$ cat src/rtl/axi_rd_arbiter.sv
// rtl/axi_rd_arbiter.sv - two-master AXI read-channel arbiter (m0 = IFU, m1 = LSU)
// One AR is accepted, forwarded, and its R burst routed back before the bus is released.
module axi_rd_arbiter #(
  parameter int LSU_PRIO = 1,
  parameter int CNT_W    = 8
) (
  input  logic        clk,
  input  logic        reset,
  input  logic        m0_arvalid,
  output logic        m0_arready,
  input  logic [42:0] m0_ar,
  output logic        m0_rvalid,
  input  logic        m0_rready,
  output logic [34:0] m0_r,
  input  logic        m1_arvalid,
  output logic        m1_arready,
  input  logic [42:0] m1_ar,
  output logic        m1_rvalid,
  input  logic        m1_rready,
  output logic [34:0] m1_r,
  output logic        s_arvalid,
  input  logic        s_arready,
  output logic [42:0] s_ar,
  input  logic        s_rvalid,
  output logic        s_rready,
  input  logic [34:0] s_r,
  output logic [1:0]  grant,
  output logic        protocol_err
);
  typedef enum logic [1:0] {IDLE, ADDR, DATA} state_t;

  state_t           state, state_nxt;
  logic [CNT_W-1:0] cnt, target;
  logic             last_lsu;
  logic             pick0, pick1;
  logic             beat, cnt_hit, burst_done;

  // On a tie the LSU wins outright, or the master not served last wins.
  always_comb begin
    pick0 = 1'b0;
    pick1 = 1'b0;
    if (m0_arvalid && m1_arvalid) begin
      if (LSU_PRIO != 0 || !last_lsu) pick1 = 1'b1;
      else                            pick0 = 1'b1;
    end else begin
      pick0 = m0_arvalid;
      pick1 = m1_arvalid;
    end
  end

  assign beat       = (state == DATA) && s_rvalid && s_rready;
  assign cnt_hit    = (cnt == target);
  assign burst_done = beat && cnt_hit;

  always_ff @(posedge clk or negedge reset) begin
    if (!reset) state <= IDLE;
    else        state <= state_nxt;
  end

  always_comb begin
    state_nxt = state;
    case (state)
      IDLE:    if (pick0 || pick1) state_nxt = ADDR;
      ADDR:    if (s_arready)      state_nxt = DATA;
      DATA:    if (burst_done)     state_nxt = IDLE;
      default: state_nxt = IDLE;
    endcase
  end

  // arready is gated by reset so nothing handshakes while reset is held.
  always_comb begin
    m0_arready = 1'b0;
    m1_arready = 1'b0;
    m0_rvalid  = 1'b0;
    m1_rvalid  = 1'b0;
    m0_r       = '0;
    m1_r       = '0;
    s_rready   = 1'b0;
    s_arvalid  = (state == ADDR);
    case (state)
      IDLE: begin
        m0_arready = pick0 && reset;
        m1_arready = pick1 && reset;
      end
      DATA: begin
        if (grant[0]) begin
          m0_rvalid = s_rvalid;
          m0_r      = s_r;
          s_rready  = m0_rready;
        end else if (grant[1]) begin
          m1_rvalid = s_rvalid;
          m1_r      = s_r;
          s_rready  = m1_rready;
        end
      end
      default: ;
    endcase
  end

  always_ff @(posedge clk or negedge reset) begin
    if (!reset) begin
      s_ar         <= '0;
      target       <= '0;
      cnt          <= '0;
      grant        <= 2'b00;
      last_lsu     <= 1'b0;
      protocol_err <= 1'b0;
    end else begin
      if (state == IDLE && (pick0 || pick1)) begin
        s_ar     <= pick1 ? m1_ar : m0_ar;
        target   <= CNT_W'(pick1 ? m1_ar[10:3] : m0_ar[10:3]);
        grant    <= {pick1, pick0};
        last_lsu <= pick1;
        cnt      <= '0;
      end
      if (beat) begin
        // The burst ends on the count; rlast is only cross-checked.
        if (s_r[0] != cnt_hit) protocol_err <= 1'b1;
        if (cnt_hit) begin
          cnt   <= '0;
          grant <= 2'b00;
        end else begin
          cnt <= cnt + CNT_W'(1);
        end
      end
    end
  end
endmodule

$ cat config.mk
export PLATFORM = sky130hd
export DESIGN_NAME = axi_rd_arbiter
export DESIGN_NICKNAME = d
export VERILOG_FILES = /design/src/rtl/axi_rd_arbiter.sv
export SDC_FILE = /design/constraint.sdc
export NUM_CORES = 1
export LEC_CHECK = 0
export CAP_MARGIN = 25
export CORE_ASPECT_RATIO = 0.9
export CORE_UTILIZATION = 25
export DETAILED_ROUTE_END_ITERATION = 10
export GPL_ROUTABILITY_DRIVEN = 0
export PLACE_DENSITY = 0.61
export SYNTH_ARGS = -nofsm -noshare
export SYNTH_HDL_FRONTEND = slang
export SYNTH_SLANG_ARGS = --single-unit
$ cat constraint.sdc
create_clock -name clk -period 1.75 [get_ports clk]
set_clock_uncertainty 0.05 [all_clocks]
set_input_delay 0.175 -clock clk [delete_from_list [all_inputs] [get_ports clk]]
set_output_delay 0.175 -clock clk [all_outputs]
set_load 0.05 [all_outputs]
* Word level (Yosys, flattened, before mapping) *
Cells that the tools add are included.

storage, ports and cells
  output and inout port bits = 122
  word-level logic and storage cells = 55
  flip-flop bits (word level) = 64

cells by class
  add/subtract/negate cells = 1
  equality and inequality tests = 7
  mux-type cells = 29
  reduce and logical (&&, ||, !) cells = 12

operators with widths
  kind                                                    count
  2-to-1 mux 35 bit                                       5
  2-to-1 mux 43 bit                                       1
  2-to-1 mux 8 bit                                        4
  2-to-1 mux 1 bit                                        12
  2-to-1 mux 2 bit                                        6
  adder 8 x 1 -> 8 bit (second input constant)            1
  == test 8 bit                                           1
  logical AND 1 bit                                       7
  one-hot mux 2 bit (3 select lines)                      1
  inequality test 2 bit (second input constant)           2
  AND reduction 3 bit                                     1
  == test 2 x 1 -> 1 bit (second input constant)          1
  == test 2 bit (second input constant)                   1
  logical NOT 2 bit                                       1
  inequality test 2 x 1 -> 1 bit (second input constant)  1
  AND reduction 2 bit                                     1
  nonzero test 2 bit                                      1
  logical OR 1 bit                                        1
  inequality test 1 bit                                   1

* Longest topological paths before layout *
  depth in word-level cells = 7
  gate-level depth with buffers = 6

* Worst setup path before layout *
OpenSTA, ideal clock, no wires.

  path kind = reg2reg
  from = register grant[0]
  to = register cnt[2]
  library setup time = 0.118 ns
  stages on the path, launching flop included = 6
  path buffers = 0
  path slack = -0.753 ns
  data arrival time = 2.335 ns
  required time = 1.582 ns
  cell sequence = dfrtp_1 > nand3b_4 > a21oi_1 > a21oi_2 > o21bai_1 > a21o_1

on the way
  word-level cells in the longest chain between the ends = 4
  elaborated cells on any way between the ends = 5
  classes of those cells = 3 x mux; 2 x reduce/logical

ends and longest elaborated chain
  element                                                        line  RTL
  start: declaration                                             27    output logic [1:0] grant,
  start signal: assignment                                       112   grant <= {pick1, pick0};
  2-to-1 mux 1 bit *                                             86    if (grant[0]) begin
  2-to-1 mux 1 bit *                                             80    case (state)
  via s_rready                                                   25    output logic s_rready,
  logical AND 1 bit *                                            51    assign beat = (state == DATA) && s_rvalid && s_rready;
  2-to-1 mux 8 bit / nonzero test 2 bit (equally long branches)  n/a
  end signal: assignment                                         123   cnt <= cnt + CNT_W'(1);
  end: declaration                                               33    logic [CNT_W-1:0] cnt, target;

Mark *: on every way through the listed nets, which the timed path passes. The rest lies on a longest branch.
A chain may end at the register's enable or synchronous reset.

* Worst setup path after layout *
  from = register state[0]
  to = output port m1_r[30]

on the way
  word-level cells in the longest chain between the ends = 2

ends and longest elaborated chain
  element                   line  RTL
  start: declaration        32    state_t state, state_nxt;
  start signal: assignment  57    else state <= state_nxt;
  == test 2 bit             80
  2-to-1 mux 35 bit         80
  end: declaration          20    output logic [34:0] m1_r,

No other way between the ends.

==> flow_summary.yaml <==
status:
  result_of_the_run: "finished with violations"
  violations: "setup timing"
timing:
  tightest_slew_ps: 696
  timing.fmax_mhz: 548
  layout_worst_path_cycle_share_pct: 104
  finalSetupTns_ps: -2440
  timing.final.max_slew_violations: 0
  finalHoldViolations: 0
  max-slew-margin-rel_pct: 53.6
  finalSetupViolations: 59
  period_minus_slack_ps: 1820
  timing.hold.ws_ps: 72.2
  final.setup.worst_slack_ps: -74.9
  grt_setup_unrepaired: "yes"
synthesis:
  yosys-mux-area-fraction_pct: 13.1
  synth_area_per_cell_um2: 9.26
  ys_seq_area_share_pct: 42.5
  ys_warn_count: 0
  synthXorXnorAreaFrac_pct: 2.66
  postSynthRegisterBits: 56
  post_synth_and_or_nand_nor_area_fraction_pct: 25.2
  syn-num-nets: 486
  syn-instance-count: 356
  dominantRegCellSynth: "dfrtp_1"
  most_common_cell_in_the_synthesized_netlist: "dfrtp_1"
  synth_edf_count: 0
  synthDominantAreaCellType: "dfrtp_1"
  biggest_area_contributors_in_the_synthesized_netlist: "dfrtp_1 43%, mux2i_1 13%, and3_1 7.2%"
  mappedNetlistArea_um2: 3300
  synth_compound_gate_area_share_pct: 12.0
  synth_top_family_by_area: "simple AND/OR/NAND/NOR gates"
  synth_cell_type_count: 36
  synth_commonest_cells: "56 x dfrtp_1, 50 x nor2_1, 45 x a21oi_1"
  synth_top_area_share_pct: 42.5
  post_synth_fa_ha_maj_area_fraction_pct: 0.380
  postSynth.asyncResetShare_pct: 100
grt:
  grt_pass1_wl_um: 19100
  pin_count_of_the_biggest_net_entering_global_routing: 57
  via_count_of_the_first_global_routing_pass: 3627
  overall_overflow_remaining_after_global_route: 0
  antenna_found_initial: 0
  grt_usage_pct: 18.0
cts:
  cts.hold.buffers_added: 0
  htree_levels: 2
  cts_tree: "done"
  tritoncts_sinks: 56
  clock_tree.root_cell: "clkbuf_16"
  max-clock-path-buffers: 2
  clk_latency_ps: 290
  cts_buf_count: 5
  path_clk_slew_ps: 70
power:
  seq_power_share_pct: 46.6
  power_leakage_nw: 3.32
  p_sw_mw: 0.605
  power-per-cell-area_nw_per_um2: 383
  worst_supply_voltage_drop_on_vdd_uv: 345
  part_of_the_total_power_dissipated_in_combinational_logic_pct: 15.7
  internal_power_mw: 2.17
  clockPowerShare_pct: 37.7
  sw_ratio_pct: 21.8
placed_design:
  hpwl_um: 9710
  postPlaceCellArea_um2: 6840
  io_buffers: 250
  place_inst: 761
floorplanning:
  rows: 39
  io_pins: 251
  design.core.area_um2: 12800
  die_outline_area_um2: 13600
  dieWidth_um: 123
  floorplan.die.height_um: 111
  start_util_pct: 25.8
setup_path:
  end_kind: "output port"
  setup.worst_path.start_class: "flip-flop"
  critical_path_required_time_ps: 1520
  timing_worst_setup_path_type: "flip-flop to output port"
  crit_fanout: 9
  arrival_ps: 1600
drt:
  detailed_route_wire_length_um: 12500
  antenna_left: 0
  via_count: 3608
  dr.first_iter.drc_count: 86
  drt-pass1-iter-count: 5
  route.detailed.wl_per_inst_um: 16.1
  routed_via_density: 4.64
  drc: 0
layout:
  filler_cell_count: 1091
  diodes: 0
  fin_nets: 742
  seq_area_um2: 1410
  fin_area_um2: 7240
  synthToLayoutAreaGrowth_pct: 120
  multiInputGateArea_um2: 1970
  final_layout_size_suffix_gt1_share_pct: 33.9
  postLayoutCoreUtil_pct: 56.6
  final-instance-count-excl-fill: 777
hold_path:
  hold_class: "input pin to asynchronous set/reset pin"
job:
  drv_cap: 0
[power groups by stage]
stage / Clock [mW] / Combinational [mW] / Sequential, mW
2_1_floorplan: 0 / 0.0883 / 1.32
3_3_place_gp: 0 / 0.431 / 1.32
3_5_place_dp: 0 / 0.438 / 1.32
4_1_cts: 1.08 / 0.440 / 1.29
5_1_grt: 1.13 / 0.470 / 1.29
6_report: 1.04 / 0.435 / 1.29
[cells in the final DEF, fill, tap and decap left out, drive strengths merged, types with 4 or more instances in the layout]
cell,count
clkdlybuf4s50,146
buf,126
dfrtp,56
nor2,50
a21oi,46
mux2i,43
and3,38
and2,35
nand2,11
xnor2,10
clkbuf,7
a211o,4
inv,4
nor3,4
o21bai,4
[metal layers]
| layer | track usage (%) | part of all wire (%) | vias up |
|---|---|---|---|
| met5 | 0 | 0 | - |
| met4 | 5.22 | 2.0 | 0 |
| met3 | 5.30 | 9.4 | 17 |
| met2 | 34.2 | 54 | 184 |
| met1 | 18.5 | 35 | 1654 |
| li1 | - | - | 1753 |
[worst max-delay path: stages, from the launching register on]
cell and delay [ps]:
dfrtp_1 380, nand2b_4 150, nor3b_4 170, buf_6 150
buf_8 140, and2_2 170, buf_12 130
[final timing paths]
path / startpoint / to / slack (ps) / cells after the start
min reg2reg: protocol_err / protocol_err / 450 / 1
max in group asynchronous: reset / grant[1] / 1090 / 2
min in group clk: m1_arvalid / grant[0] / 420 / 3
max: state[0] / m1_r[30] / -70 / 6
min: reset / s_ar[15] / 70 / 2
max reg2reg: grant[0] / cnt[3] / 70 / 6
[state kept, by name (all words and copies together) (netlist names)]
| signal | flops |
|---|---|
| cnt | 8 |
| state | 2 |
| s_ar | 43 |
| protocol_err | 1 |
| grant | 2 |
[timing repair]
item / 4_1_cts / 5_1_grt
pin swaps: 2 / 7
endpoints found under the setup margin: 72 / 80
gates cloned: 1 / 3
buffers inserted: 3 / 3
resized for setup: 11 / 54
[kinds of logic (layout without fill, tap and decap cells)]
family	count (synthesis)	count (layout)
fa+ha+maj	1	1
compound gates	64	65
buf+inv	30	286
mux	43	43
xor+xnor	10	10
flops	56	56
simple gates	152	152
[area by class of cell]
class / count / area share, %
tap: 164 / 2.83
timing repair buffer: 275 / 48.2
multi-input combinational: 271 / 27.2
clock inverter: 2 / 0.190
clock buffer: 6 / 1.92
inverter: 3 / 0.155
sequential: 56 / 19.5
[stage by stage]
stage          total power [mW]  setup slack [ps]
4_1_cts                    2.82              -110
2_1_floorplan              1.41             -29.3
3_5_place_dp               1.76             -40.5
3_3_place_gp               1.75              16.1
6_report                   2.77             -74.9
5_1_grt                    2.89              -149
No activity file was read; power rests on OpenSTA's default activity.
